==> config.mk <==
export PLATFORM = sky130hd
export DESIGN_NAME = kyber_poly_decompress
export DESIGN_NICKNAME = d
export VERILOG_FILES = /design/src/rtl/kyber_pkg.sv /design/src/rtl/kyber_decompress_d.sv /design/src/rtl/kyber_poly_decompress.sv
export SDC_FILE = /design/constraint.sdc
export NUM_CORES = 1
export LEC_CHECK = 0
export ABC_AREA = 1
export CAP_MARGIN = 20
export CORE_MARGIN = 2
export CORE_UTILIZATION = 61
export CTS_CLUSTER_SIZE = 24
export DETAILED_ROUTE_END_ITERATION = 10
export HOLD_SLACK_MARGIN = 0.08
export PLACE_DENSITY = 0.88
export SETUP_SLACK_MARGIN = 0.2
export SLEW_MARGIN = 20
export SYNTH_ARGS = -nofsm -noshare
export SYNTH_HDL_FRONTEND = slang
export SYNTH_SLANG_ARGS = --single-unit
export TNS_END_PERCENT = 100
==> constraint.sdc <==
create_clock -name clk -period 4.9 [get_ports clk]
set_input_delay 0.98 -clock clk [delete_from_list [all_inputs] [get_ports clk]]
set_output_delay 0.98 -clock clk [all_outputs]
set_load 0.02 [all_outputs]
==> src/rtl/kyber_pkg.sv <==
// Shared Kyber constants, compression-width modes and the unpacker state type.
package kyber_pkg;

  localparam int KYBER_Q = 3329;
  localparam int KYBER_N = 256;
  localparam int COEF_W  = 12;

  // Run-time compression width selector: du/dv of every Kyber parameter set.
  typedef enum logic [1:0] {
    D_4  = 2'd0,
    D_5  = 2'd1,
    D_10 = 2'd2,
    D_11 = 2'd3
  } d_mode_e;

  typedef enum logic {
    ST_IDLE = 1'b0,
    ST_RUN  = 1'b1
  } state_e;

  // Number of stream bits per coefficient for a given mode.
  function automatic logic [3:0] d_width(input d_mode_e mode);
    logic [3:0] w;
    case (mode)
      D_4:     w = 4'd4;
      D_5:     w = 4'd5;
      D_10:    w = 4'd10;
      default: w = 4'd11;
    endcase
    return w;
  endfunction

endpackage

==> src/rtl/kyber_decompress_d.sv <==
// Decompress_d: maps a d-bit value x onto Z_q as round(q * x / 2^d),
// with ties rounded up. Purely combinational.
module kyber_decompress_d
  import kyber_pkg::*;
(
  input  d_mode_e           d_mode,
  input  logic [10:0]       x,
  output logic [COEF_W-1:0] coef
);

  logic [3:0]  d_w;
  logic [22:0] prod;
  logic [23:0] half;
  logic [23:0] sum;
  logic [23:0] shifted;

  // Multiply, add half an LSB of the result, then drop the d fraction bits.
  always_comb begin
    d_w     = d_width(d_mode);
    prod    = 23'(x) * 23'(KYBER_Q);
    half    = 24'd1 << (d_w - 4'd1);
    sum     = {1'b0, prod} + half;
    shifted = sum >> d_w;
    coef    = shifted[COEF_W-1:0];
  end

endmodule

==> src/rtl/kyber_poly_decompress.sv <==
// Streaming ciphertext unpacker: ByteDecode_d followed by Decompress_d over
// a frame of 1..MAX_POLY polynomials, bytes in, 12-bit coefficients out.
module kyber_poly_decompress
  import kyber_pkg::*;
#(
  parameter int MAX_POLY = 4
) (
  input  logic              clk,
  input  logic              rst,
  input  logic              start,
  input  logic [1:0]        d_mode,
  input  logic [2:0]        n_poly,
  input  logic              in_valid,
  output logic              in_ready,
  input  logic [7:0]        in_byte,
  output logic              out_valid,
  input  logic              out_ready,
  output logic [COEF_W-1:0] out_coef,
  output logic [7:0]        out_idx,
  output logic [1:0]        out_poly,
  output logic              out_last,
  output logic              busy,
  output logic              done,
  output logic              err
);

  state_e            state_q,     state_d;
  d_mode_e           d_mode_q,    d_mode_d;
  logic [2:0]        n_poly_q,    n_poly_d;
  logic [23:0]       buf_q,       buf_d;
  logic [4:0]        fill_q,      fill_d;
  logic [10:0]       byte_cnt_q,  byte_cnt_d;
  logic [9:0]        coef_cnt_q,  coef_cnt_d;
  logic              out_valid_q, out_valid_d;
  logic [COEF_W-1:0] out_coef_q,  out_coef_d;
  logic [7:0]        out_idx_q,   out_idx_d;
  logic [1:0]        out_poly_q,  out_poly_d;
  logic              out_last_q,  out_last_d;
  logic              done_q,      done_d;
  logic              err_q,       err_d;

  logic [3:0]        d_w;
  logic [5:0]        d_times_n;
  logic [10:0]       bytes_total;
  logic [9:0]        last_coef;
  logic              run;
  logic              in_ready_w;
  logic              acc;
  logic              ext;
  logic              out_hs;
  logic              n_ok;
  logic [10:0]       x_mask;
  logic [10:0]       x;
  logic [COEF_W-1:0] coef;
  logic [4:0]        fill_ext;
  logic [23:0]       buf_ext;

  // Frame geometry, handshake qualifiers and the candidate coefficient.
  always_comb begin
    d_w         = d_width(d_mode_q);
    d_times_n   = 6'(d_w) * 6'(n_poly_q);
    bytes_total = {d_times_n, 5'd0};
    last_coef   = {2'(n_poly_q - 3'd1), 8'hFF};
    run         = (state_q == ST_RUN);
    in_ready_w  = run && (byte_cnt_q != bytes_total) && (fill_q <= 5'd16);
    acc         = in_valid && in_ready_w;
    out_hs      = out_valid_q && out_ready;
    ext         = run && (fill_q >= {1'b0, d_w}) && (!out_valid_q || out_ready);
    x_mask      = 11'((12'd1 << d_w) - 12'd1);
    x           = buf_q[10:0] & x_mask;
    n_ok        = (n_poly != 3'd0) && (int'(n_poly) <= MAX_POLY);
  end

  kyber_decompress_d u_decompress (
    .d_mode (d_mode_q),
    .x      (x),
    .coef   (coef)
  );

  // Next-state: bit buffer shift/fill, output register and FSM.
  always_comb begin
    // NOTE: every variable gets its hold value first so no path leaves it
    // unassigned; an incomplete assignment here would infer a latch.
    state_d     = state_q;
    d_mode_d    = d_mode_q;
    n_poly_d    = n_poly_q;
    buf_d       = buf_q;
    fill_d      = fill_q;
    byte_cnt_d  = byte_cnt_q;
    coef_cnt_d  = coef_cnt_q;
    out_valid_d = out_valid_q;
    out_coef_d  = out_coef_q;
    out_idx_d   = out_idx_q;
    out_poly_d  = out_poly_q;
    out_last_d  = out_last_q;
    done_d      = 1'b0;
    err_d       = 1'b0;

    // Extraction consumes the low d bits; the new byte lands just above
    // whatever remains, so both may happen in one cycle.
    fill_ext = ext ? (fill_q - {1'b0, d_w}) : fill_q;
    buf_ext  = ext ? (buf_q >> d_w) : buf_q;
    buf_d    = buf_ext;
    fill_d   = fill_ext;
    if (acc) begin
      buf_d      = buf_ext | (24'(in_byte) << fill_ext);
      fill_d     = fill_ext + 5'd8;
      byte_cnt_d = byte_cnt_q + 11'd1;
    end

    if (ext) begin
      out_valid_d = 1'b1;
      out_coef_d  = coef;
      out_idx_d   = coef_cnt_q[7:0];
      out_poly_d  = coef_cnt_q[9:8];
      out_last_d  = (coef_cnt_q == last_coef);
      coef_cnt_d  = coef_cnt_q + 10'd1;
    end else if (out_hs) begin
      out_valid_d = 1'b0;
      out_last_d  = 1'b0;
    end

    case (state_q)
      ST_IDLE: begin
        if (start) begin
          if (n_ok) begin
            state_d    = ST_RUN;
            d_mode_d   = d_mode_e'(d_mode);
            n_poly_d   = n_poly;
            buf_d      = '0;
            fill_d     = '0;
            byte_cnt_d = '0;
            coef_cnt_d = '0;
          end else begin
            err_d = 1'b1;
          end
        end
      end
      default: begin
        if (out_hs && out_last_q) begin
          state_d = ST_IDLE;
          done_d  = 1'b1;
        end
      end
    endcase
  end

  // State registers; reset drops any frame in flight.
  always_ff @(posedge clk or negedge rst) begin
    if (!rst) begin
      state_q     <= ST_IDLE;
      d_mode_q    <= D_4;
      n_poly_q    <= 3'd1;
      buf_q       <= '0;
      fill_q      <= '0;
      byte_cnt_q  <= '0;
      coef_cnt_q  <= '0;
      out_valid_q <= 1'b0;
      out_coef_q  <= '0;
      out_idx_q   <= '0;
      out_poly_q  <= '0;
      out_last_q  <= 1'b0;
      done_q      <= 1'b0;
      err_q       <= 1'b0;
    end else begin
      // NOTE: non-blocking updates make every flop sample the pre-edge
      // value of its neighbours, independent of statement order.
      state_q     <= state_d;
      d_mode_q    <= d_mode_d;
      n_poly_q    <= n_poly_d;
      buf_q       <= buf_d;
      fill_q      <= fill_d;
      byte_cnt_q  <= byte_cnt_d;
      coef_cnt_q  <= coef_cnt_d;
      out_valid_q <= out_valid_d;
      out_coef_q  <= out_coef_d;
      out_idx_q   <= out_idx_d;
      out_poly_q  <= out_poly_d;
      out_last_q  <= out_last_d;
      done_q      <= done_d;
      err_q       <= err_d;
    end
  end

  assign in_ready  = in_ready_w;
  assign out_valid = out_valid_q;
  assign out_coef  = out_coef_q;
  assign out_idx   = out_idx_q;
  assign out_poly  = out_poly_q;
  assign out_last  = out_last_q;
  assign busy      = (state_q == ST_RUN);
  assign done      = done_q;
  assign err       = err_q;

endmodule

# Yosys cells after proc, flatten, opt, wreduce, memory -nomap -nowiden
# Index checks and enable logic that the tools add are counted.
[totals] out_inout_bits=28 register_bits=82 inputBits=18
[op_classes] n_shift=5 mul=2 n_lt_le_gt_ge=3 reduce_logical=14 muxes=31 eq_ne=4 add_sub_neg=8 bitwise_logic=3
[op_table] operator="24-bit 2-to-1 mux" count=5
[op_table] operator="11-bit 2-to-1 mux" count=4
[op_table] operator="10-bit 2-to-1 mux" count=4
[op_table] operator="5-bit 2-to-1 mux" count=5
[op_table] operator="23-bit by 24-bit adder with 24-bit output" count=1
[op_table] operator="24-bit OR" count=1
[op_table] operator="1-bit by 4-bit left shift with 24-bit output, first input constant" count=1
[op_table] operator="8-bit by 5-bit left shift with 24-bit output" count=1
[op_table] operator="24-bit by 4-bit right shift with 12-bit output" count=1
[op_table] operator="24-bit by 4-bit right shift with 24-bit output" count=1
[op_table] operator="11-bit by 12-bit multiplier with 23-bit output, second input constant" count=1
[op_table] operator="1-bit 2-to-1 mux" count=12
[op_table] operator="4-bit one-hot mux with 3 select lines" count=1
[op_table] operator="11-bit by 1-bit adder with 11-bit output, second input constant" count=1
[op_table] operator="11-bit AND" count=1
[op_table] operator="11-bit != test" count=1
[op_table] operator="1-bit by 4-bit left shift with 11-bit output, first input constant" count=1
[op_table] operator="11-bit by 1-bit subtractor with 11-bit output, second input constant" count=1
[op_table] operator="10-bit by 1-bit adder with 10-bit output, second input constant" count=1
[op_table] operator="10-bit equality test" count=1
[op_table] operator="1-bit logical AND" count=8
[op_table] operator="4-bit by 3-bit multiplier with 6-bit output" count=1
[op_table] operator="5-bit by 4-bit adder with 5-bit output, second input constant" count=1
[op_table] operator="5-bit by 4-bit greater-or-equal comparator with 1-bit output" count=1
[op_table] operator="other kinds (14)" count=14

# Logic depth before layout (Yosys ltp)
# Gate-level depths: netlist of the first run.
[depth] word_depth=12 mapped_depth=24

# Modules after synthesis
# A second synthesis of the first run with hierarchy kept.
[hier_totals] cells_unflattened=1148 area_unflattened_um2=8018.9
[modules_own_cells] module="kyber_poly_decompress" seq_area_each_um2=2053.2 area_per_inst_um2=5134.9 n_inst=1 cells_per_inst=712
[modules_own_cells] module="kyber_decompress_d" seq_area_each_um2=0.0 area_per_inst_um2=2884.0 n_inst=1 cells_per_inst=436

# Least setup slack after synthesis of the first run
# OpenSTA, ideal clock, no wires.
[synth_timing] kind="register to register" from="register d_mode_q[1]" to="register out_coef_q[10], in the netlist out_coef[10]" required_ns=4.781 slack_ns=0.411 path_stages_with_launch=23 setup_ns=0.119 t_arrival_ns=4.370 cell_sequence="dfrtp_1 buf_4 clkbuf_1 clkbuf_1 nand2_1 inv_1 ha_1 ha_1 ha_1 inv_1 fa_1 inv_1 fa_1 ha_1 nand2_1 nor2_1 nand3_1 nand2_1 a21oi_1 or2_2 nand3_1 nand3_1 o21a_1"
[synth_between] elab_chain_cells=8
[synth_lines] element="from (decl)" line_no="kyber_poly_decompress.sv:28" source="d_mode_e d_mode_q, d_mode_d;"
[synth_lines] element="from (signal assigned)" line_no="kyber_poly_decompress.sv:169" source="d_mode_q <= d_mode_d;"
[synth_lines] element="2-bit equality test (tied with other cells)" line_no="kyber_pkg.sv:24" source="case (mode)"
[synth_lines] element="4-bit one-hot mux with 3 select lines *" line_no="kyber_pkg.sv:24"
[synth_lines] element="1-bit by 4-bit left shift with 11-bit output" line_no="kyber_poly_decompress.sv:69" source="x_mask = 11'((12'd1 << d_w) - 12'd1);"
[synth_lines] element="11-bit by 1-bit subtractor with 11-bit output" line_no="kyber_poly_decompress.sv:69"
[synth_lines] element="11-bit AND" line_no="kyber_poly_decompress.sv:70" source="x = buf_q[10:0] & x_mask;"
[synth_lines] element="11-bit by 12-bit multiplier with 23-bit output" line_no="kyber_decompress_d.sv:20" source="prod = 23'(x) * 23'(KYBER_Q);"
[synth_lines] element="23-bit by 24-bit adder with 24-bit output" line_no="kyber_decompress_d.sv:22" source="sum = {1'b0, prod} + half;"
[synth_lines] element="24-bit by 4-bit right shift with 12-bit output" line_no="kyber_decompress_d.sv:23" source="shifted = sum >> d_w;"
[synth_lines] element="to (signal assigned)" line_no="kyber_poly_decompress.sv:176" source="out_coef_q <= out_coef_d;"
[synth_lines] element="to (decl)" line_no="kyber_poly_decompress.sv:35" source="logic [COEF_W-1:0] out_coef_q, out_coef_d;"
# Mark *: on every way between the ends. The rest lies on a longest branch, timed or not.
# A chain may end at the register's enable or synchronous reset.

# Final worst setup path of the first run
[layout_timing] from="register d_mode_q[1]" to="output in_ready"
[layout_between] elab_chain_cells=6
[layout_lines] element="2-bit equality test (tied with other cells)" line_no="kyber_pkg.sv:24"
[layout_lines] element="4-bit one-hot mux with 3 select lines *" line_no="kyber_pkg.sv:24"
[layout_lines] element="4-bit by 3-bit multiplier with 6-bit output *" line_no="kyber_poly_decompress.sv:61" source="d_times_n = 6'(d_w) * 6'(n_poly_q);"
[layout_lines] element="11-bit != test *" line_no="kyber_poly_decompress.sv:65" source="in_ready_w = run && (byte_cnt_q != bytes_total) && (fill_q <= 5'd16);"
[layout_lines] element="1-bit logical AND * (2 in a row)" line_no="kyber_poly_decompress.sv:65"
[layout_lines] element="to (decl)" line_no="kyber_poly_decompress.sv:14" source="output logic in_ready,"
# Marks and branches as above.

==> impl_metrics.ini, run 1 <==
[hold_path]
hp-start = out_poly[1]
hold_path_end = out_poly[1]
hold_path_depth = 2
hp-class = reg -> reg

[floorplanning]
core-area_um2 = 12520
die-area_um2 = 13690
initial_utilization_pct = 62.23
die_height_um = 117.0
ios = 46
num_rows = 41
die_w_um = 117.0

[logic_synthesis]
synth_fa_ha_area_share_pct = 20.47
synth_compound_area_share_pct = 13.80
avgSynthCellArea_um2 = 7.272
synth_area_um2 = 7789
synth_mux_area_share_pct = 0.3855
synth_ff_type = dfrtp_1
ys_types = 52
yosys.area_share.simple_pct = 26.27
yosysTopAreaCell = dfrtp_1
synth_top_area_share_pct = 26.02
ys.warnings.count = 0
synthesis.instances = 1071
ys_seq_elements = 82
seq_area_frac_synth_pct = 26.36
synthArstFlopShare_pct = 100.0
synth_edf_count = 0
synthTopCellsByArea = dfrtp_1, ha_1, nand2_1
synth-xor-area-share_pct = 2.361
synth_top_family_by_area = simple AND/OR/NAND/NOR gates

[setup_path]
critPathCaptureType = output port
worst_r2r_endpoint = out_coef[8]
cpPeakStageDelay_ns = 0.53
critPathKind = reg -> out
cp_max_fo = 26
critPathSlowestCell = fa_1
r2r_slack_ns = 0.45
critPathRequiredTime_ns = 3.92
path_cells = buf_4, nand2_1, inv_1, fa_1, ha_1, inv_1, fa_1, xor2_1, or2_2, nand3_1, nor2_1, nand2_1, nand2_1, inv_1, dlygate4sd2_1
rr_worst_depth = 19
r2r_start = d_mode_q[0]
critPathArrivalTime_ns = 3.48
startpoint_type = flop

[placed_design]
place_congestion = 0.9354
dp_slack_ns = 0.4254
portBuffers = 45
hpwl_um = 15170

[final_layout]
syn2layout_area_growth_pct = 12.26
n_fill_cell = 1056
drive_gt1_share_pct = 6.009
nets = 1246
diodes = 0

[sta]
setup_tns_ns = 0
tightest_slew_ns = 0.7558
whs_ns = 0.4803
rsz0062_at_grt = false
fin_crit_sh_pct = 91.06
min_period_ns = 4.462
max_freq_mhz = 224.1
drv_slew = 0
worst_slack_ns = 0.4381
hold_violations = 0
clock-skew-final_ns = 0.005951
setup_viol = 0
slew_headroom_pct = 49.61

[global_route]
grt_max_degree = 83
antenna_found_initial = 0
grt_pass1_vias = 7249
grt_pass1_wl_um = 33150
gr-total-overflow = 0
grt_use_total_pct = 30.81

[route]
avgRoutedWirePerCell_um = 15.44
drt_iter0_markers = 751
first_pass_iters = 5
vias_per_cell = 5.716
wl_um = 19870
vias = 7357
drt.antenna.violating_nets = 0
drc_errors = 0

[clock_tree]
cts_setup_buffers = 0
cts_root_buffer = clkbuf_16
cts_tree = done
clockBufferDepth = 2
numCtsBuffers = 9
htree_levels = 3
cts.clk_slew.worst_paths_ns = 0.06
hold_buffers = 0
clk_latency_ns = 0.34
cts.sinks = 82

[run]
cap_violations = 0

[outcome]
status = completed
## critical path, delay by kind of cell (launching register included)
| kind | cells | cell delay (ns) |
|---|---|---|
| DFF | 1 | 0.40 |
| and+or+nand+nor | 6 | 0.72 |
| xor gates and xnor gates | 1 | 0.18 |
| adders and majority gates | 3 | 1.09 |
| buffers and inverters | 5 | 0.75 |
## per-layer routing
metal / global-route usage, % / vias up / wire length (µm)
met1: 37.07 / 3438 / 8135
li1: - / 3587 / -
met5: 0 / - / 0
met4: 12.55 / 0 / 546
met3: 4.789 / 47 / 1064
met2: 55.11 / 285 / 10120
## final cells by class
cell class | instances | area [µm²] | area share (%)
clock buffer | 11 | 242.7 | 2.776
clock inverter | 3 | 65.06 | 0.7441
inverter | 167 | 629.4 | 7.198
multi-input combinational | 794 | 4986 | 57.03
sequential | 82 | 2053 | 23.48
tap | 172 | 215.2 | 2.461
timing repair buffer | 58 | 551.8 | 6.311
## through the flow
step / area, µm² / cells / util [%]
after CTS: 8722 / 1287 / 69.68
final: 8743 / 1287 / 69.85
after detailed placement: 8416 / 1273 / 67.23
after global routing: 8743 / 1287 / 69.85
after global placement: 8416 / 1273 / 67.23
after floorplan: 7826 / 1081 / -
## repair_timing
action	in CTS	in global routing
endpoints found under the setup margin	1	6
hold endpoints to repair	0	0
resized for setup	1	6
cloned	0	0
## state kept, by name, indices dropped and copies added (netlist names)
register / count
buf_q: 24
done: 1
out_valid: 1
out_last: 1
out_coef: 12
n_poly_q: 3
out_idx: 8
fill_q: 5
busy: 1
out_poly: 2
err: 1
coef_cnt_q: 10
byte_cnt_q: 11
d_mode_q: 2
## cell usage in the layout, fill, tap and decap left out, types with 11 or more instances in the layout
cell type / count
conb_1: 11
a21oi_1: 58
buf_4: 12
nand2_1: 216
xor2_1: 17
fa_1: 19
ha_1: 97
nand3_1: 112
dfrtp_1: 81
clkdlybuf4s50_1: 43
o21ai_0: 72
nor2_1: 78
inv_1: 163
## how the worst max path moves through the flow
stage,from,endpoint,slack [ns],cells after the start
floorplan,d_mode_q[1],out_coef[10],0.41,22
global placement,d_mode_q[0],out_coef[9],0.53,19
detailed placement,d_mode_q[0],out_coef[9],0.43,19
CTS,d_mode_q[0],out_coef[9],0.39,19
global route,d_mode_q[0],out_coef[8],0.21,19
finish,d_mode_q[1],in_ready,0.44,15
## cell families (layout without fill, tap and decap cells)
kind of cell | after synthesis | count (layout)
other cells | 1 | 11
flops | 82 | 82
xor+xnor | 21 | 21
buf+inv | 205 | 239
compound gates | 186 | 186
simple gates | 457 | 457
fa+ha+maj | 116 | 116
mux | 3 | 3
## cells in the mapped netlist, types with 4 or more instances
library cell and instances:
nor2_2 4, a21o_1 6, o21ai_0 73, nand4_1 6, nand3_1 112, fa_1 19, nor3_1 10, ha_1 97
o21a_1 4, inv_1 163, a211oi_1 5, o211ai_1 6, o21bai_1 4, nand2_4 4, dfrtp_1 81, o22ai_1 6
xnor2_1 4, nand2_2 4, a31oi_1 9, nor2_1 82, buf_2 7, or2_2 6, clkbuf_1 24, a21oi_1 58
xor2_1 17, nand2_1 216
Power of run 1 is left out: the tool's default activity adds up to more than one toggle a clock period on the data nets, which glitch-free logic cannot reach.
==> inputs of run 2 (changes only) <==
--- a/config.mk
+++ b/config.mk
@@ -11,11 +11,9 @@
 export CORE_UTILIZATION = 61
 export CTS_CLUSTER_SIZE = 24
 export DETAILED_ROUTE_END_ITERATION = 10
-export HOLD_SLACK_MARGIN = 0.08
 export PLACE_DENSITY = 0.88
 export SETUP_SLACK_MARGIN = 0.2
 export SLEW_MARGIN = 20
 export SYNTH_ARGS = -nofsm -noshare
 export SYNTH_HDL_FRONTEND = slang
 export SYNTH_SLANG_ARGS = --single-unit
-export TNS_END_PERCENT = 100
==> results of run 2 <==
The final DEF is identical to that of run 1; final timing and power are the same.
Power of run 2 is left out for the same reason.
